$ cat src/rtl/pipe_pkg.sv
// Constants shared by the fetch stage: NOP encoding, decode jump codes, default reset PC.
package pipe_pkg;
  localparam logic [31:0] INSTR_NOP        = 32'h0000_0000;
  localparam logic [2:0]  JMP_J            = 3'd1;
  localparam logic [2:0]  JMP_JAL          = 3'd2;
  localparam logic [31:0] DEFAULT_RESET_PC = 32'h0000_0000;
endpackage

$ cat src/rtl/fetch_stage_if.sv
// Instruction-memory bus between the fetch stage (master) and a zero-wait instruction memory.
interface fetch_stage_if #(
  parameter int ADDR_W  = 32,
  parameter int INSTR_W = 32
);
  logic [ADDR_W-1:0]  imem_addr;
  logic [INSTR_W-1:0] imem_data;

  modport master (output imem_addr, input imem_data);
  modport slave  (input imem_addr, output imem_data);
endinterface

$ cat src/rtl/fetch_stage_sat_counter.sv
// Counter that increments on inc and sticks at all-ones instead of wrapping.
module sat_counter #(
  parameter int W = 16
) (
  input  logic         clk,
  input  logic         rst,
  input  logic         inc,
  output logic [W-1:0] count
);
  always_ff @(posedge clk or posedge rst) begin
    if (rst) begin
      count <= '0;
    end else if (inc && (count != '1)) begin
      count <= count + W'(1);
    end
  end
endmodule

$ cat src/rtl/fetch_stage.sv
// MIPS instruction-fetch stage: PC register, next-PC select, IF/ID register and debug counters.
module fetch_stage
  import pipe_pkg::*;
#(
  parameter int                ADDR_W   = 32,
  parameter int                INSTR_W  = 32,
  parameter logic [ADDR_W-1:0] RESET_PC = ADDR_W'(DEFAULT_RESET_PC),
  parameter int                CNT_W    = 16
) (
  input  logic               clk,
  input  logic               rst,
  input  logic               pc_hold,
  input  logic               ifid_hold,
  input  logic               flush_ifid,
  input  logic [2:0]         jump_sel,
  input  logic [ADDR_W-1:0]  jump_target,
  input  logic               branch_taken,
  input  logic [ADDR_W-1:0]  branch_target,
  fetch_stage_if.master      imem,
  output logic [INSTR_W-1:0] if_id_instr,
  output logic [ADDR_W-1:0]  if_id_pc4,
  output logic               if_id_valid,
  output logic [CNT_W-1:0]   stall_cnt,
  output logic [CNT_W-1:0]   squash_cnt,
  output logic               hold_err
);
  localparam logic [ADDR_W-1:0] WORD_MASK = ~ADDR_W'(3);

  logic [ADDR_W-1:0] pc_reg;
  logic [ADDR_W-1:0] pc_next;
  logic [ADDR_W-1:0] pc_plus4;
  logic              jump_act;
  logic              redirect;
  logic              squash;
  logic              stall_inc;
  logic              hold_err_reg;

  always_comb begin
    jump_act  = (jump_sel == JMP_J) || (jump_sel == JMP_JAL);
    redirect  = branch_taken || jump_act;
    squash    = flush_ifid || redirect;
    stall_inc = ifid_hold && !squash;
    pc_plus4  = pc_reg + ADDR_W'(4);

    // Redirects take precedence over pc_hold; branch resolves later so it beats jump.
    pc_next = pc_plus4;
    if (branch_taken) begin
      pc_next = branch_target & WORD_MASK;
    end else if (jump_act) begin
      pc_next = jump_target & WORD_MASK;
    end else if (pc_hold) begin
      pc_next = pc_reg;
    end
  end

  always_ff @(posedge clk or posedge rst) begin
    if (rst) begin
      pc_reg <= RESET_PC;
    end else begin
      pc_reg <= pc_next;
    end
  end

  assign imem.imem_addr = pc_reg;

  always_ff @(posedge clk or posedge rst) begin
    if (rst) begin
      if_id_instr <= INSTR_W'(INSTR_NOP);
      if_id_pc4   <= '0;
      if_id_valid <= 1'b0;
    end else if (squash) begin
      if_id_instr <= INSTR_W'(INSTR_NOP);
      if_id_pc4   <= '0;
      if_id_valid <= 1'b0;
    end else if (!ifid_hold) begin
      if_id_instr <= imem.imem_data;
      if_id_pc4   <= pc_plus4;
      if_id_valid <= 1'b1;
    end
  end

  // Disagreeing holds only matter when no redirect is rewriting both registers anyway.
  always_ff @(posedge clk or posedge rst) begin
    if (rst) begin
      hold_err_reg <= 1'b0;
    end else if ((pc_hold != ifid_hold) && !redirect) begin
      hold_err_reg <= 1'b1;
    end
  end

  assign hold_err = hold_err_reg;

  logic [1:0]       cnt_inc;
  logic [CNT_W-1:0] cnt_val [2];

  assign cnt_inc = {squash, stall_inc};

  generate
    for (genvar gi = 0; gi < 2; gi++) begin : g_cnt
      sat_counter #(.W(CNT_W)) u_cnt (
        .clk   (clk),
        .rst   (rst),
        .inc   (cnt_inc[gi]),
        .count (cnt_val[gi])
      );
    end
  endgenerate

  assign stall_cnt  = cnt_val[0];
  assign squash_cnt = cnt_val[1];
endmodule
$ cat src/flat_wrapper.sv
// flat-port wrapper written by rule: the top's interface ports become plain ports
module fetch_stage_flat import pipe_pkg::*;
#(
  parameter int                ADDR_W   = 32,
  parameter int                INSTR_W  = 32,
  parameter logic [ADDR_W-1:0] RESET_PC = ADDR_W'(DEFAULT_RESET_PC),
  parameter int                CNT_W    = 16
)
  (clk, rst, pc_hold, ifid_hold, flush_ifid, jump_sel, jump_target, branch_taken, branch_target, if_id_instr, if_id_pc4, if_id_valid, stall_cnt, squash_cnt, hold_err, imem_imem_addr, imem_imem_data);
  fetch_stage_if #(.ADDR_W(ADDR_W), .INSTR_W(INSTR_W)) imem_i ();
  input  logic clk;
  input  logic rst;
  input  logic pc_hold;
  input  logic ifid_hold;
  input  logic flush_ifid;
  input  logic [2:0] jump_sel;
  input  logic [ADDR_W-1:0] jump_target;
  input  logic branch_taken;
  input  logic [ADDR_W-1:0] branch_target;
  output logic [INSTR_W-1:0] if_id_instr;
  output logic [ADDR_W-1:0] if_id_pc4;
  output logic if_id_valid;
  output logic [CNT_W-1:0] stall_cnt;
  output logic [CNT_W-1:0] squash_cnt;
  output logic hold_err;
  output wire logic [$bits(imem_i.imem_addr)-1:0] imem_imem_addr;
  input wire logic [$bits(imem_i.imem_data)-1:0] imem_imem_data;
  assign imem_imem_addr = imem_i.imem_addr;
  assign imem_i.imem_data = imem_imem_data;
  fetch_stage #(.ADDR_W(ADDR_W), .INSTR_W(INSTR_W), .RESET_PC(RESET_PC), .CNT_W(CNT_W)) u_core (.clk(clk), .rst(rst), .pc_hold(pc_hold), .ifid_hold(ifid_hold), .flush_ifid(flush_ifid), .jump_sel(jump_sel), .jump_target(jump_target), .branch_taken(branch_taken), .branch_target(branch_target), .imem(imem_i), .if_id_instr(if_id_instr), .if_id_pc4(if_id_pc4), .if_id_valid(if_id_valid), .stall_cnt(stall_cnt), .squash_cnt(squash_cnt), .hold_err(hold_err));
endmodule
$ cat config.mk
export PLATFORM = sky130hd
export DESIGN_NAME = fetch_stage_flat
export DESIGN_NICKNAME = d
export VERILOG_FILES = /design/src/rtl/pipe_pkg.sv /design/src/rtl/fetch_stage_if.sv /design/src/rtl/fetch_stage_sat_counter.sv /design/src/rtl/fetch_stage.sv /design/src/flat_wrapper.sv
export SDC_FILE = /design/constraint.sdc
export NUM_CORES = 1
export LEC_CHECK = 0
export BUFFER_PORTS_ARGS = -buffer_cell sky130_fd_sc_hd__buf_2
export CAP_MARGIN = 20
export CORE_ASPECT_RATIO = 0.7
export CORE_MARGIN = 2
export CORE_UTILIZATION = 35
export DETAILED_ROUTE_END_ITERATION = 10
export GPL_TIMING_DRIVEN = 0
export SYNTH_ARGS = -nofsm -noshare
export SYNTH_HDL_FRONTEND = slang
export SYNTH_SLANG_ARGS = --single-unit
export TNS_END_PERCENT = 20
$ cat constraint.sdc
create_clock -name clk -period 3.9 [get_ports clk]
set_input_delay 0.78 -clock clk [delete_from_list [all_inputs] [get_ports clk]]
set_output_delay 0.78 -clock clk [all_outputs]
set_load 0.05 [all_outputs]
### Word-level counts from Yosys, hierarchy flattened

Cells that the tools add are included.

| word-level totals | value |
|---|---|
| flip-flop bits (word level) | 130 |
| input bits | 105 |
| output and inout port bits | 130 |
| logic and storage cells | 35 |

| cells by class | value |
|---|---|
| add/sub/neg operators | 3 |
| equal/unequal tests | 7 |
| muxes and demuxes | 9 |
| reduce and logical (&&, ||, !) cells | 9 |

Operators with widths:

| cell | number |
|---|---|
| two-way mux 32 bit | 7 |
| adder 16 x 1 -> 16 bit, second input constant | 2 |
| adder 32 x 3 -> 32 bit, second input constant | 1 |
| != test 16 bit, second input constant | 2 |
| logical AND 1 bit | 4 |
| == test 3 x 1 -> 1 bit, second input constant | 1 |
| == test 3 x 2 -> 1 bit, second input constant | 1 |
| logical OR 1 bit | 3 |
| != test 3 x 1 -> 1 bit, second input constant | 1 |
| zero test 1 bit | 2 |
| two-way mux 1 bit | 2 |
| != test 2 x 1 -> 1 bit, second input constant | 1 |
| != test 1 bit | 1 |

### Longest topological paths before layout

| depth | value |
|---|---|
| word-level depth | 7 |
| depth in mapped cells | 8 |
| gate-level depth less buffers | 6 |

### Cells and area by module

From an unflattened synthesis, not the netlist that was laid out.

| second synthesis, totals | value |
|---|---|
| cells, all modules | 679 |
| area total of the unflattened synthesis | 6710.2 um2 |

By module, submodules not included:

| module | instances | cells an instance | area each (um2) | seq. area each (um2) |
|---|---|---|---|---|
| fetch_stage | 1 | 537 | 5098.6 | 2352.3 |
| sat_counter | 2 | 71 | 805.8 | 400.4 |

### Least setup slack after synthesis

OpenSTA, ideal clock, no wires.

| timing path | value |
|---|---|
| path kind | input -> register |
| start | input jump_sel[1] |
| end | register u_core.g_cnt[0].u_cnt.count[1] |
| library setup time | 0.125 ns |
| arrival time | 2.078 ns |
| data required time | 3.775 ns |
| path slack | 1.697 ns |
| stages | 5 |
| buffers on the path | 0 |
| path through | xor2_2 -> a211oi_4 -> nand2_2 -> nor2_2 -> mux2_2 |

| between the ends | value |
|---|---|
| cells in the longest elaborated chain, start to end | 7 |
| elaborated cells between the ends (all ways) | 8 |
| those cells by class | eq/ne: 2; reduce/logical: 6 |

Ends and longest elaborated chain:

| element | line | text |
|---|---|---|
| from (decl) | flat_wrapper.sv:16 | `input logic [2:0] jump_sel;` |
| == test 3 x 1 -> 1 bit or == test 3 x 2 -> 1 bit (tied branches) | fetch_stage.sv:39 | `jump_act = (jump_sel == JMP_J) \|\| (jump_sel == JMP_JAL);` |
| logical OR 1 bit * | fetch_stage.sv:39 |  |
| logical OR 1 bit * | fetch_stage.sv:40 | `redirect = branch_taken \|\| jump_act;` |
| logical OR 1 bit * | fetch_stage.sv:41 | `squash = flush_ifid \|\| redirect;` |
| zero test 1 bit * | fetch_stage.sv:42 | `stall_inc = ifid_hold && !squash;` |
| logical AND 1 bit * | fetch_stage.sv:42 |  |
| logical AND 1 bit * | fetch_stage_sat_counter.sv:13 | `end else if (inc && (count != '1)) begin` |
| to (signal assigned) | fetch_stage_sat_counter.sv:14 | `count <= count + W'(1);` |
| to (decl) | fetch_stage_sat_counter.sv:8 | `output logic [W-1:0] count` |

Every way passes the cells marked *; elsewhere a longest branch is shown, timed or not.
A chain may end at the register's enable or synchronous reset.

### Worst setup path after layout

Same ends and word-level chain as after synthesis.

==> results_dict.tcl <==
set metrics [dict create \
    rsz0062_at_grt "false" \
    hp-class "primary input to async pin" \
    grt_use_met1 0.306 \
    synth_ff_type "dfrtp_1" \
    cts_hold_buffers 0 \
    area_growth_pct 32.1 \
    netlist.area_leader.share 0.486 \
    critPathCaptureType "flop" \
    io_buffers 224 \
    slew-limit-headroom 0.489 \
    antenna_found_initial 3 \
    p_seq_frac 0.370 \
    synth.distinct_cells 66 \
    ir_worst_vdd_uv 345 \
    ys_seq_area_frac 0.486 \
    drcViolationCount 0 \
    wire_per_inst_um 18.1 \
    cts_buffer_depth 2 \
    drive_above_1_share 0.328 \
    switchingPower_w 0.00164 \
    io-pin-count 235 \
    hold_viol 0 \
    final_nets 1013 \
    ys_ff_latch 126 \
    comb_power_share 0.262 \
    root_buffer "clkbuf_16" \
    synthCells 656 \
    worstSetupPathType "primary input to flop" \
    p_per_area_mw_per_mm2 508 \
    drt-initial-drc-count 377 \
    finalClockSkew_ps 6.95 \
    fin_crit_sh 0.587 \
    htreeDepth 4 \
    fillers 1797 \
    p_int_w 0.00271 \
    num_vias 5902 \
    rows 41 \
    synth.top_cells.by_count "dfrtp_1 (126), nor2_1 (78), nand2_1 (54)" \
    synth_area_mm2 0.00648 \
    crit_path_start "jump_sel[1]" \
    use_met2 0.323 \
    gp_congestion 0.841 \
    multi_input_area_mm2 0.00311 \
    switching_share 0.378 \
    slew_viol_final 0 \
    core_mm2 0.0181 \
    worstPathArrival_ps 2590 \
    clock_latency_ps 420 \
    antenna_left 0 \
    initial_utilization 0.359 \
    start_kind "primary input" \
    syn_area_per_cell_um2 9.88 \
    die_w_um 167 \
    cts_resized 0 \
    grt_max_degree 39 \
    p_clk_frac 0.368 \
    grt_pass1_wl_um 32900 \
    global_route.usage.met3 0.0632 \
    top_regs "u_core.g_cnt.u_cnt.count (32), u_core.if_id_instr (32)" \
    leakagePower_nw 4.23 \
    crit_fanout 10 \
    grt_busiest_layer "met2" \
    status "finished, final reports clean" \
    yosysMostFrequentCell "dfrtp_1" \
    async_flop_share 1.00 \
    yosysTopAreaCell "dfrtp_1" \
    drtPass1Iterations 6 \
    grt_remaining_overflow 0 \
    numCtsBuffers 17 \
    synth_edf_count 0 \
    via_per_inst 5.11 \
    clk_pin_slew_ps 60 \
    wirelength_um 20900 \
    grt_pass1_vias 5791 \
    cts_tree "built" \
    tightest_slew_ps 766 \
    reg2reg_from "u_core.imem.imem_addr[2]$_DFFE_PP0P_" \
    area.sequential_mm2 0.00315 \
    tns_ps 0 \
    dp_hpwl_um 15600 \
    ys_warn_count 0 \
    post_cts_buffers 0 \
    period_minus_slack_ps 2290 \
    die_area_mm2 0.0196 \
    place_ws_ps 1150 \
    setup_viol 0 \
    ys_top_cells_by_area "dfrtp_1 (49%), xnor2_1 (6.2%), mux2i_1 (6.0%)" \
    grt_usage 0.216 \
    die-height_um 118 \
    worstPathRequired_ps 4200 \
    cts.sinks 126 \
    clock.fmax_mhz 437 \
    worst_slack_ps 1610 \
    maxCapViolations 0 \
]
per-layer routing:
layer	vias to the layer above	share of wire
met2	234	0.45
met1	2833	0.47
met4	4	0.011
met5	-	0.0013
met3	20	0.070
li1	2811	-
cell type report:
cell class                 count  share of cell area
sequential                   126               0.368
multi-input combinational    481               0.363
timing repair buffer         227               0.138
clock buffer                  17              0.0497
tap                          236              0.0345
buffer                        40              0.0221
clock inverter                15              0.0190
inverter                      12             0.00570
antenna                        1            0.000292
critical path, cell delays in order:
cell	delay [ps]
buf_2	120
xor2_2	220
a211oi_4	580
nand2_2	200
nor2_2	300
mux2_2	370
through the flow:
step / cells / hold WS [ps] / instance area (um^2) / total power, W / utilization
6_report: 1155 / 437 / 8560 / 0.00435 / 0.474
5_1_grt: 1155 / 468 / 8560 / 0.00455 / 0.474
4_1_cts: 1154 / 442 / 8560 / 0.00438 / 0.474
3_5_place_dp: 1122 / 444 / 7970 / 0.00277 / 0.442
3_3_place_gp: 1119 / 445 / 7910 / 0.00275 / 0.438
2_1_floorplan: 659 / 754 / 6500 / 0.00242 / -
kinds of logic after synthesis:
logic type	count (synthesis)	share of synthesized area
DFF	126	0.486
muxes	43	0.0672
xor gates and xnor gates	68	0.0930
AOI/OAI and AO/OA	122	0.116
adders and majority gates	3	0.00579
buffers and inverters	52	0.0361
and+or+nand+nor	241	0.195
other	1	0.000578
cell usage in the layout, fill, tap and decap left out, types with 4 or more instances in the layout:
cell,count
buf_2,228
dfrtp_1,126
nor2_1,78
nand2_1,54
a21oi_1,47
xnor2_1,46
mux2i_1,39
o21ai_0,33
nand3_1,23
clkbuf_1,23
nand4_1,23
xor2_1,21
clkbuf_16,17
and3_1,14
inv_1,10
and4_1,9
nor3_1,8
buf_4,7
clkinvlp_4,7
and2_1,5
nor2_2,5
buf_1,5
a31oi_1,5
mux2_2,4
a2bb2oi_1,4
conb_1,4
inv_6,4
worst paths after layout:
| kind | endpoint | slack [ps] | depth (start not counted) |
|---|---|---|---|
| setup / recovery | u_core.g_cnt[0].u_cnt.count[1]$_DFFE_PP0P_ | 1610 | 6 |
| hold / removal | u_core.g_cnt[0].u_cnt.count[0]$_DFFE_PP0P_ | 440 | 2 |
| setup reg to reg | u_core.imem.imem_addr[25]$_DFFE_PP0P_ | 1740 | 6 |
| hold reg to reg | u_core.hold_err$_DFFE_PP0P_ | 450 | 1 |
| max in group asynchronous | u_core.imem.imem_addr[24]$_DFFE_PP0P_ | 2380 | 5 |
| min in group clk | u_core.hold_err$_DFFE_PP0P_ | 450 | 1 |
power by group through the flow:
| stage | Combinational [W] | Clock, W | Sequential (W) |
|---|---|---|---|
| 6_report | 0.00114 | 0.00160 | 0.00161 |
| 4_1_cts | 0.00115 | 0.00163 | 0.00160 |
| 2_1_floorplan | 0.000386 | 0 | 0.00203 |
| 5_1_grt | 0.00122 | 0.00170 | 0.00163 |
| 3_5_place_dp | 0.00115 | 0 | 0.00162 |
| 3_3_place_gp | 0.00113 | 0 | 0.00163 |
(Power assumes the default switching activity.)
